[config.mk]
export PLATFORM = sky130hd
export DESIGN_NAME = video_write_queue_flat
export DESIGN_NICKNAME = d
export VERILOG_FILES = /design/src/rtl/video_write_queue_if.sv /design/src/rtl/video_write_queue.sv /design/src/flat_wrapper.sv
export SDC_FILE = /design/constraint.sdc
export NUM_CORES = 1
export LEC_CHECK = 0
export ABC_CLOCK_PERIOD_IN_PS = 7400
export BUFFER_PORTS_ARGS = -buffer_cell sky130_fd_sc_hd__buf_2
export CAP_MARGIN = 20
export CORE_MARGIN = 1
export CORE_UTILIZATION = 45
export CTS_CLUSTER_SIZE = 8
export DETAILED_ROUTE_END_ITERATION = 12
export GPL_ROUTABILITY_DRIVEN = 0
export PLACE_DENSITY_LB_ADDON = 0.12
export SETUP_SLACK_MARGIN = 0.1
export SLEW_MARGIN = 30
export SYNTH_ARGS = -nofsm -noshare
export SYNTH_HDL_FRONTEND = slang
export SYNTH_SLANG_ARGS = --single-unit
[constraint.sdc]
create_clock -name clk -period 7.4 [get_ports clk]
set_input_delay 0.74 -clock clk [delete_from_list [all_inputs] [get_ports clk]]
set_output_delay 0.74 -clock clk [all_outputs]
set_load 0.005 [all_outputs]
[src/rtl/video_write_queue_if.sv]
// Bundles the video-cache write request, framebuffer write port and status signals of video_write_queue.
// master = upstream cache / scanout side, slave = the queue itself.
interface video_write_queue_if #(
    parameter int DEPTH_LOG2 = 3
);
    logic                  in_valid;
    logic [15:0]           in_addr;
    logic [7:0]            in_data;
    logic                  in_ready;
    logic                  fb_busy;
    logic                  fb_we;
    logic [14:0]           fb_addr;
    logic [7:0]            fb_data;
    logic [DEPTH_LOG2:0]   level;
    logic                  bad_addr;

    modport master (
        output in_valid, in_addr, in_data, fb_busy,
        input  in_ready, fb_we, fb_addr, fb_data, level, bad_addr
    );

    modport slave (
        input  in_valid, in_addr, in_data, fb_busy,
        output in_ready, fb_we, fb_addr, fb_data, level, bad_addr
    );
endinterface

[src/rtl/video_write_queue.sv]
// Queues in-window CPU video writes and drains them to the framebuffer port in idle (fb_busy low) cycles.
// Latency: accept at edge E, earliest pop at E+1 with fb_we high for the following cycle; one push + one pop per cycle.
// Backpressure: in_ready = !full from level only; VWQ_COALESCE_EN merges a write into the newest entry of the same offset.
module video_write_queue #(
    parameter int DEPTH_LOG2 = 3
) (
    input  logic                clk,
    input  logic                rst_n,
    video_write_queue_if.slave  bus
);
    localparam int DEPTH = 1 << DEPTH_LOG2;
    localparam logic [DEPTH_LOG2:0]   FULL_LEVEL = (DEPTH_LOG2+1)'(DEPTH);
    localparam logic [DEPTH_LOG2:0]   LEVEL_ONE  = (DEPTH_LOG2+1)'(1);
    localparam logic [DEPTH_LOG2-1:0] PTR_ONE    = (DEPTH_LOG2)'(1);

    typedef struct packed {
        logic [14:0] off;
        logic [7:0]  dat;
    } entry_t;

    entry_t                mem_q [DEPTH];
    logic [DEPTH_LOG2-1:0] wr_ptr_q, wr_ptr_d;
    logic [DEPTH_LOG2-1:0] rd_ptr_q, rd_ptr_d;
    logic [DEPTH_LOG2:0]   level_q, level_d;
    logic                  fb_we_q, fb_we_d;
    logic [14:0]           fb_addr_q, fb_addr_d;
    logic [7:0]            fb_data_q, fb_data_d;
    logic                  bad_addr_q, bad_addr_d;

    logic                  full, empty, accept, in_win, pop, push, coalesce;
    logic                  mem_we;
    logic [DEPTH_LOG2-1:0] mem_idx, newest_idx;
    entry_t                mem_wdat;

    always_comb begin
        full       = (level_q == FULL_LEVEL);
        empty      = (level_q == '0);
        accept     = bus.in_valid && !full;
        in_win     = (bus.in_addr >= 16'h8000) && (bus.in_addr <= 16'hF530);
        pop        = !empty && !bus.fb_busy;
        newest_idx = wr_ptr_q - PTR_ONE;
`ifdef VWQ_COALESCE_EN
        // A newest entry that is also the departing head cannot absorb the write.
        coalesce   = accept && in_win && !empty
                     && (mem_q[newest_idx].off == bus.in_addr[14:0])
                     && !((level_q == LEVEL_ONE) && pop);
`else
        coalesce   = 1'b0;
`endif
        push       = accept && in_win && !coalesce;

        mem_we       = push || coalesce;
        mem_idx      = coalesce ? newest_idx : wr_ptr_q;
        mem_wdat.off = bus.in_addr[14:0];
        mem_wdat.dat = bus.in_data;

        wr_ptr_d   = push ? wr_ptr_q + PTR_ONE : wr_ptr_q;
        rd_ptr_d   = pop  ? rd_ptr_q + PTR_ONE : rd_ptr_q;
        level_d    = level_q;
        if (push && !pop) begin
            level_d = level_q + LEVEL_ONE;
        end else if (pop && !push) begin
            level_d = level_q - LEVEL_ONE;
        end

        fb_we_d    = pop;
        fb_addr_d  = pop ? mem_q[rd_ptr_q].off : fb_addr_q;
        fb_data_d  = pop ? mem_q[rd_ptr_q].dat : fb_data_q;
        bad_addr_d = bad_addr_q || (accept && !in_win);
    end

    always_ff @(posedge clk or negedge rst_n) begin
        if (!rst_n) begin
            wr_ptr_q   <= '0;
            rd_ptr_q   <= '0;
            level_q    <= '0;
            fb_we_q    <= 1'b0;
            fb_addr_q  <= '0;
            fb_data_q  <= '0;
            bad_addr_q <= 1'b0;
        end else begin
            wr_ptr_q   <= wr_ptr_d;
            rd_ptr_q   <= rd_ptr_d;
            level_q    <= level_d;
            fb_we_q    <= fb_we_d;
            fb_addr_q  <= fb_addr_d;
            fb_data_q  <= fb_data_d;
            bad_addr_q <= bad_addr_d;
        end
    end

    // Storage needs no reset: only slots between the pointers are ever read.
    always_ff @(posedge clk) begin
        if (mem_we) begin
            mem_q[mem_idx] <= mem_wdat;
        end
    end

    assign bus.in_ready = !full;
    assign bus.fb_we    = fb_we_q;
    assign bus.fb_addr  = fb_addr_q;
    assign bus.fb_data  = fb_data_q;
    assign bus.level    = level_q;
    assign bus.bad_addr = bad_addr_q;
endmodule

[src/flat_wrapper.sv]
// flat-port wrapper written by rule: the top's interface ports become plain ports
module video_write_queue_flat 
#(
    parameter int DEPTH_LOG2 = 3
)
  (clk, rst_n, bus_in_valid, bus_in_addr, bus_in_data, bus_fb_busy, bus_in_ready, bus_fb_we, bus_fb_addr, bus_fb_data, bus_level, bus_bad_addr);
  video_write_queue_if #(.DEPTH_LOG2(DEPTH_LOG2)) bus_i ();
  input  logic clk;
  input  logic rst_n;
  input wire logic [$bits(bus_i.in_valid)-1:0] bus_in_valid;
  input wire logic [$bits(bus_i.in_addr)-1:0] bus_in_addr;
  input wire logic [$bits(bus_i.in_data)-1:0] bus_in_data;
  input wire logic [$bits(bus_i.fb_busy)-1:0] bus_fb_busy;
  output wire logic [$bits(bus_i.in_ready)-1:0] bus_in_ready;
  output wire logic [$bits(bus_i.fb_we)-1:0] bus_fb_we;
  output wire logic [$bits(bus_i.fb_addr)-1:0] bus_fb_addr;
  output wire logic [$bits(bus_i.fb_data)-1:0] bus_fb_data;
  output wire logic [$bits(bus_i.level)-1:0] bus_level;
  output wire logic [$bits(bus_i.bad_addr)-1:0] bus_bad_addr;
  assign bus_i.in_valid = bus_in_valid;
  assign bus_i.in_addr = bus_in_addr;
  assign bus_i.in_data = bus_in_data;
  assign bus_i.fb_busy = bus_fb_busy;
  assign bus_in_ready = bus_i.in_ready;
  assign bus_fb_we = bus_i.fb_we;
  assign bus_fb_addr = bus_i.fb_addr;
  assign bus_fb_data = bus_i.fb_data;
  assign bus_level = bus_i.level;
  assign bus_bad_addr = bus_i.bad_addr;
  video_write_queue #(.DEPTH_LOG2(DEPTH_LOG2)) u_core (.clk(clk), .rst_n(rst_n), .bus(bus_i));
endmodule
==> results.yml, run 1 <==
clocking:
  clock_path_buffers: 3
  cts_tree: "built"
  cts_hold_buf: 0
  htreeDepth: 1
  numCtsBuffers: 31
  cts_root_buf: "clkbuf_16"
  cts_resized: 0
  cts_sinks: 219
  clk_pin_slew_ns: 0.05
  postCtsSetupBuffers: 0
  worstSkewPairLatency_ns: 0.53
drt:
  vias: 4095
  drtPass1Iterations: 6
  drt_iter0_drc: 257
  drt_wl_total_mm: 16.6
  vias_per_cell: 5.51
  avgRoutedWirePerCell_um: 22.3
  drc: 0
  final_antenna_net_count: 0
global_route:
  overflow: 0
  grtUsageTotal: 0.183
  grt_pass1_vias: 4459
  grt_pass1_wl_mm: 26.3
  antenna_found_initial: 2
  grt_max_degree: 51
power_and_ir_drop:
  p_per_area_nw_per_um2: 382
  vdd_drop_max_uv: 208
  p_total_mw: 3.78
  p_leak_nw: 3.44
yosys:
  ys.flop_type: "edfxtp_1"
  synth_top_cells_by_area: "edfxtp_1, mux4_2, dfrtp_1, mux2i_1, a21oi_1"
  synth_edf_count: 184
  ys_types: 39
  synth_async_sr_flop_share: 0.160
  synth_seq_cells: 219
  synth_top_area_frac: 0.655
  synth_area_per_cell_um2: 20.7
  synth_top_cell_by_area: "edfxtp_1"
  synth_common_cells: "edfxtp_1, mux4_2, dfrtp_1, nor2_1, a21oi_1"
  syn-cell-area_um2: 8440
  yosys_warnings: 0
  postSynthCellCount: 407
  yosysMostFrequentCell: "edfxtp_1"
  ys_seq_area_frac: 0.758
  syn_nets: 441
min_path:
  hold_class: "in2async"
job:
  max-cap-violations: 0
sta:
  hold_slack_ns: 0.196
  max_freq_mhz: 363
  rsz0062_at_grt: "no"
  slew_headroom: 0.521
  setup_viol: 0
  worst_slew_pin_slew_ns: 0.719
  fin_skew_ns: 0.0158
  fin_crit_ns: 2.75
  post-route-period-util: 0.372
  slew_violations: 0
  hold_viol_final: 0
  setup_tns_ns: 0
finish:
  final_area_um2: 9890
  antennaDiodeCount: 0
  area_growth_pct: 17.2
  finish.net_count: 524
  fillerInstances: 1435
  drive_above_1_share: 0.311
critical_path:
  worstPathArrival_ns: 3.21
  worstPathMaxFanout: 11
  cp_data_required_time_ns: 7.85
  critPathKind: "in2reg"
  crit_path_end_kind: "register"
  cp-start-kind: "primary input"
floorplanning:
  top_level_ports: 58
  die_w_um: 139
  core_region_area_um2: 18100
  die_y_um: 139
  die-area_um2: 19300
  initial_core_util: 0.465
  rows: 49
placed_design:
  place.port_buffers: 57
  dpl_cell_area_um2: 9010
  dpl.hpwl_mm: 9.39
run_status:
  outcome: "finished clean"
logic make-up (layout without fill, tap and decap cells):
group | count (synthesis) | after routing | synth area share
adders and majority gates | 6 | 6 | 0.00979
and+or+nand+nor | 46 | 46 | 0.0314
AOI/OAI and AO/OA | 34 | 34 | 0.0228
buffers and inverters | 22 | 129 | 0.0150
xor gates and xnor gates | 7 | 7 | 0.00726
muxes | 73 | 73 | 0.155
DFF | 219 | 219 | 0.758
area by class of cell:
class	instances	area, um^2	area share
sequential	219	6400	0.647
multi-input combinational	166	1930	0.195
clock buffer	56	870	0.0879
timing repair buffer	69	382	0.0386
tap	229	287	0.0290
inverter	3	11.3	0.00114
clock inverter	1	7.51	0.000759
final timing paths:
path / end / from / slack (ns) / depth (start not counted)
max in group asynchronous: u_core.rd_ptr_q[1] / rst_n / 6.82 / 1
worst min register to register: u_core.bus.bad_addr / u_core.bus.bad_addr / 0.50 / 1
worst min-delay path: u_core.bus.fb_addr[12] / rst_n / 0.20 / 1
worst max register to register: u_core.bus.level[3] / u_core.bus.level[0] / 4.69 / 10
worst max-delay path: u_core.bus.level[3] / bus_in_addr[0] / 4.65 / 11
min in group clk: u_core.mem_q[1][2] / bus_in_data[2] / 0.49 / 1
critical path, stage by stage:
cell and delay (ns):
buf_2 0.16, nor4b_1 0.32, a31oi_1 0.20, a21oi_2 0.43, ha_1 0.25, inv_1 0.09
ha_1 0.28, a21o_2 0.21, a21oi_1 0.16, mux2i_1 0.23, xnor2_1 0.14
cells in the final DEF (no fill, tap or decap), types with 2 or more instances in the layout:
cell / netlist / final
edfxtp_1: 184 / 184
buf_2: 8 / 56
mux4_2: 46 / 46
dfrtp_1: 35 / 33
clkbuf_16: 0 / 31
nor2_1: 27 / 26
a21oi_1: 25 / 25
clkbuf_1: 6 / 25
mux2i_1: 24 / 24
buf_4: 1 / 12
ha_1: 5 / 5
nand2_1: 4 / 4
xnor2_1: 4 / 4
inv_1: 3 / 3
and4b_1: 3 / 3
xor2_1: 3 / 3
a211oi_1: 2 / 2
mux2_2: 2 / 2
dfrtp_2: 0 / 2
layer usage:
layer | up-vias | share of wire | track usage
met5 | - | 0.00078 | 0
met4 | 2 | 0.017 | 0.0556
met3 | 26 | 0.051 | 0.0373
met2 | 96 | 0.49 | 0.306
met1 | 2149 | 0.44 | 0.244
li1 | 1822 | - | -
flip-flops by register name, indices dropped and copies added, names as in the netlist:
name / count
u_core.mem_q: 184
u_core.bus.fb_addr: 15
u_core.bus.fb_data: 8
u_core.bus.level: 4
u_core.mem_idx: 3
u_core.rd_ptr_q: 3
u_core.bus.bad_addr: 1
u_core.bus.fb_we: 1
metrics by stage:
step	util	setup slack [ns]	std cells
floorplan	-	3.17	407
global placement	0.497	4.16	686
detailed placement	0.497	4.15	686
CTS	0.545	4.67	743
global route	0.545	4.49	743
finish	0.545	4.65	743
power breakdown:
| group | switching, mW | internal [mW] |
|---|---|---|
| combinational | 0.469 | 0.459 |
| sequential | 0.0844 | 1.51 |
| clock | 0.477 | 0.778 |
| total | 1.03 | 2.75 |
No activity file was read; power rests on OpenSTA's default activity.
==> run 2, diff against run 1 <==
Settings changed: ABC_CLOCK_PERIOD_IN_PS 7400 to 2400.
Clock period 7.4 ns to 2.4 ns, I/O delays scaled along.
==> results.yml, run 2 (synthesis gave the netlist of run 1 again) <==
run_status:
  outcome: "finished clean"
critical_path:
  cp_data_required_time_ns: 2.85
  regToRegSetupSlack_ns: 0.12
  crit_path_end_kind: "register"
  r2r_cells: 10
  cp-start-kind: "register"
  worstPathArrival_ns: 2.72
  critPathKind: "reg2reg"
  worstPathMaxFanout: 4
power_and_ir_drop:
  p_seq_frac: 0.422
  p_int_mw: 8.67
  vdd_drop_max_uv: 780
  p_switching_mw: 3.19
  power.share.switching: 0.269
  p_per_area_nw_per_um2: 1140
  p_leak_nw: 3.66
  comb_power_share: 0.256
  clkPwrFrac: 0.322
finish:
  area_growth_pct: 22.8
  antennaDiodeCount: 0
  drive_above_1_share: 0.348
  final_common_cell: "edfxtp_1"
  regMostFlops: "u_core.mem_q"
  finalNonFillerCells: 780
  layout_common_cells: "edfxtp_1, buf_2, mux4_2"
  finish.net_count: 563
  largest_reg_flops: 184
sta:
  setup_tns_ns: 0
  max_freq_mhz: 439
  hold_viol_final: 0
  fin_crit_ns: 2.28
  rsz0062_at_grt: "yes"
  slew_violations: 0
  fin_skew_ns: 0.0109
  slew_headroom: 0.575
  setup_viol: 0
  post-route-period-util: 0.949
  worst_slew_pin_slew_ns: 0.637
drt:
  drc: 0
  vias_per_cell: 5.40
  vias: 4210
  final_antenna_net_count: 0
  drt_iter0_drc: 170
  avgRoutedWirePerCell_um: 21.6
  drt_wl_total_mm: 16.8
  drtPass1Iterations: 6
floorplanning:
  core_region_area_um2: 18100
  die_w_um: 139
  die-area_um2: 19300
  top_level_ports: 58
  initial_core_util: 0.465
  die_y_um: 139
  rows: 49
clocking:
  numCtsBuffers: 31
  htreeDepth: 1
  cts_tree: "built"
  clk_pin_slew_ns: 0.05
  cts_resized: 0
  cts_sinks: 219
  clock_path_buffers: 3
  cts_root_buf: "clkbuf_16"
  worstSkewPairLatency_ns: 0.52
global_route:
  grt_pass1_vias: 4487
  grt_pass1_wl_mm: 26.2
  antenna_found_initial: 0
  overflow: 0
  grtUsageTotal: 0.183
  grt_max_degree: 51
placed_design:
  dpl.hpwl_mm: 9.45
  dp_cells: 711
  place.port_buffers: 57
min_path:
  worstHoldPathCells: 1
  hold_class: "in2reg"
job:
  max-cap-violations: 0
## run 2: critical path: stages, from the launching register on
cell and delay [ns]:
dfrtp_2 0.39, or4b_4 0.55, nand3_2 0.09, a21oi_2 0.05
ha_4 0.19, inv_4 0.07, ha_4 0.19, a21o_2 0.18
a21oi_2 0.12, mux2i_1 0.22, xnor2_1 0.13
## run 2: path summary, 6_finish.rpt
path / startpoint / endpoint
hold / removal: bus_in_addr[5] / u_core.mem_q[3][13]
min in group asynchronous: rst_n / u_core.bus.fb_addr[12]
max in group asynchronous: rst_n / u_core.bus.fb_data[6]
setup reg to reg: u_core.bus.level[1] / u_core.bus.level[3]
hold reg to reg: u_core.bus.bad_addr / u_core.bus.bad_addr
setup / recovery: u_core.bus.level[1] / u_core.bus.level[3]
## run 2: metrics by stage
| step | total power, mW | area, um^2 | utilization | setup WS [ns] | hold slack (ns) |
|---|---|---|---|---|---|
| 6_report | 11.9 | 10400 | 0.571 | 0.123 | 0.0282 |
| 5_1_grt | 12.5 | 10400 | 0.571 | 0.0170 | 0.0243 |
| 4_1_cts | 12.1 | 10400 | 0.571 | 0.103 | 0.00941 |
| 3_5_place_dp | 8.16 | 9360 | 0.516 | 0.0443 | 0.190 |
| 3_3_place_gp | 8.10 | 9360 | 0.516 | 0.0863 | 0.190 |
| 2_1_floorplan | 7.11 | 8490 | - | 0.0113 | -0.0556 |
## run 2: power groups by stage
stage | Sequential, mW | Clock (mW) | Combinational, mW
global route | 5.07 | 4.07 | 3.34
finish | 5.01 | 3.81 | 3.04
CTS | 5.01 | 3.91 | 3.14
floorplan | 4.99 | 0 | 2.12
global placement | 5.05 | 0 | 3.05
detailed placement | 5.09 | 0 | 3.07
## run 2: per-layer routing
metal	routed length [um]	global-route usage
met4	297	0.0520
met1	7200	0.240
met5	0	0
met3	726	0.0369
met2	8600	0.312
## run 2: cell type report
type | instances | area [um^2]
Clock buffer | 54 | 862
Tap cell | 229 | 287
Clock inverter | 1 | 6.26
Inverter | 3 | 13.8
Fill cell | 1404 | 7780
Timing Repair Buffer | 108 | 826
Sequential cell | 219 | 6410
Multi-Input combinational cell | 166 | 1960
## run 2: what timing repair did
action | in CTS | in global routing
buffers inserted | 1 | 0
hold endpoints to repair | 88 | 0
pin swaps | 0 | 2
hold buffers | 13 | 0
setup endpoints to repair | 1 | 1
==> run 3, diff against run 2 <==
Settings changed: CTS_BUF_LIST from default to sky130_fd_sc_hd__clkbuf_4 sky130_fd_sc_hd__clkbuf_8.
==> results.yml, run 3 (synthesis gave the netlist of run 1 again) <==
run_status:
  outcome: "finished clean"
global_route:
  grtUsageTotal: 0.185
  grt_pass1_vias: 4509
  grt_max_degree: 51
  grt_pass1_wl_mm: 26.2
  overflow: 0
  antenna_found_initial: 0
clocking:
  worstSkewPairLatency_ns: 0.52
  cts_resized: 0
  cts_tree: "built"
  clk_pin_slew_ns: 0.06
  clock_path_buffers: 3
  numCtsBuffers: 37
  cts_sinks: 219
  cts_root_buf: "clkbuf_8"
  htreeDepth: 2
min_path:
  worstHoldPathCells: 1
  hold_class: "in2reg"
  holdPathEnd: "u_core.mem_q[2][13]"
  hold_start: "bus_in_addr[5]"
drt:
  drt_iter0_drc: 252
  vias: 4195
  drt_wl_total_mm: 16.8
  final_antenna_net_count: 0
  vias_per_cell: 5.29
  drtPass1Iterations: 6
  drc: 0
  avgRoutedWirePerCell_um: 21.2
sta:
  max_freq_mhz: 442
  setup_tns_ns: 0
  hold_viol_final: 0
  slew_headroom: 0.584
  hold_slack_ns: 0.0434
  setup_viol: 0
  fin_skew_ns: 0.0213
  fin_crit_ns: 2.26
  rsz0062_at_grt: "yes"
  slew_violations: 0
  post-route-period-util: 0.942
  worst_slew_pin_slew_ns: 0.624
floorplanning:
  die_w_um: 139
  die_y_um: 139
  rows: 49
  top_level_ports: 58
  initial_core_util: 0.465
  core_region_area_um2: 18100
  die-area_um2: 19300
finish:
  final_common_cell: "edfxtp_1"
  layout_common_cells: "edfxtp_1, buf_2, mux4_2"
  finish.net_count: 569
  area_growth_pct: 21.7
  antennaDiodeCount: 0
  finalNonFillerCells: 793
  largest_reg_flops: 184
  drive_above_1_share: 0.401
  regMostFlops: "u_core.mem_q"
power_and_ir_drop:
  p_leak_nw: 3.66
  vdd_drop_max_uv: 511
  p_per_area_nw_per_um2: 1110
placed_design:
  dp_cells: 711
  dpl.hpwl_mm: 9.45
  place.port_buffers: 57
critical_path:
  critPathKind: "reg2reg"
  r2r_cells: 10
  worstPathMaxFanout: 4
  crit_path_end_kind: "register"
  worstPathArrival_ns: 2.70
  cp-start-kind: "register"
  cp_data_required_time_ns: 2.84
  worstReg2RegEnd: "u_core.bus.level[3]"
  reg2reg_from: "u_core.bus.level[2]"
  regToRegSetupSlack_ns: 0.14
job:
  max-cap-violations: 0
## run 3: worst max path at each step
| stage | start | to | cells after the start |
|---|---|---|---|
| floorplan | u_core.bus.level[1] | u_core.bus.level[3] | 11 |
| global placement | bus_in_addr[0] | u_core.bus.level[3] | 11 |
| detailed placement | bus_in_addr[12] | u_core.bus.level[3] | 11 |
| CTS | u_core.bus.level[2] | u_core.bus.level[3] | 10 |
| global route | u_core.bus.level[2] | u_core.bus.level[3] | 10 |
| finish | u_core.bus.level[2] | u_core.bus.level[3] | 10 |
## run 3: power by group
part	internal [mW]	total [mW]	leakage, nW	switching [mW]
clock network	1.96	3.36	0.413	1.40
registers	4.66	4.99	2.05	0.325
logic	1.61	3.03	1.19	1.42
## run 3: critical path, cell delays in order (launching register included)
cell	delay [ns]
dfrtp_1	0.38
or4b_4	0.55
nand3_2	0.09
a21oi_2	0.05
ha_4	0.19
inv_4	0.07
ha_4	0.19
a21o_2	0.18
a21oi_2	0.12
mux2i_1	0.22
xnor2_1	0.13
## run 3: layout make-up
type                            instances  area [um^2]
Multi-Input combinational cell        166         1960
Inverter                                3         13.8
Fill cell                            1430         7870
Timing Repair Buffer                  108          826
Sequential cell                       219         6410
Clock buffer                           62          747
Clock inverter                          6         32.5
Tap cell                              229          287
## run 3: metrics by stage
| stage | worst slack, ns | util | cell area [um^2] | power [mW] |
|---|---|---|---|---|
| finish | 0.140 | 0.566 | 10300 | 11.4 |
| global route | 0.0322 | 0.566 | 10300 | 12.0 |
| CTS | 0.122 | 0.566 | 10300 | 11.6 |
| detailed placement | 0.0443 | 0.516 | 9360 | 8.16 |
| global placement | 0.0863 | 0.516 | 9360 | 8.10 |
| floorplan | 0.0113 | - | 8490 | 7.11 |
## run 3: what timing repair did
item,4_1_cts,5_1_grt
endpoints found under the hold margin,95,0
pin swaps,0,0
hold buffers,13,0
setup buffers,1,0
endpoints found under the setup margin,1,1
## run 3: per-layer routing
metal	part of all wire	GRT usage	wire, um
met2	0.51	0.304	8540
met1	0.42	0.242	7110
met3	0.048	0.0421	807
met5	0	0	0
met4	0.020	0.0713	333
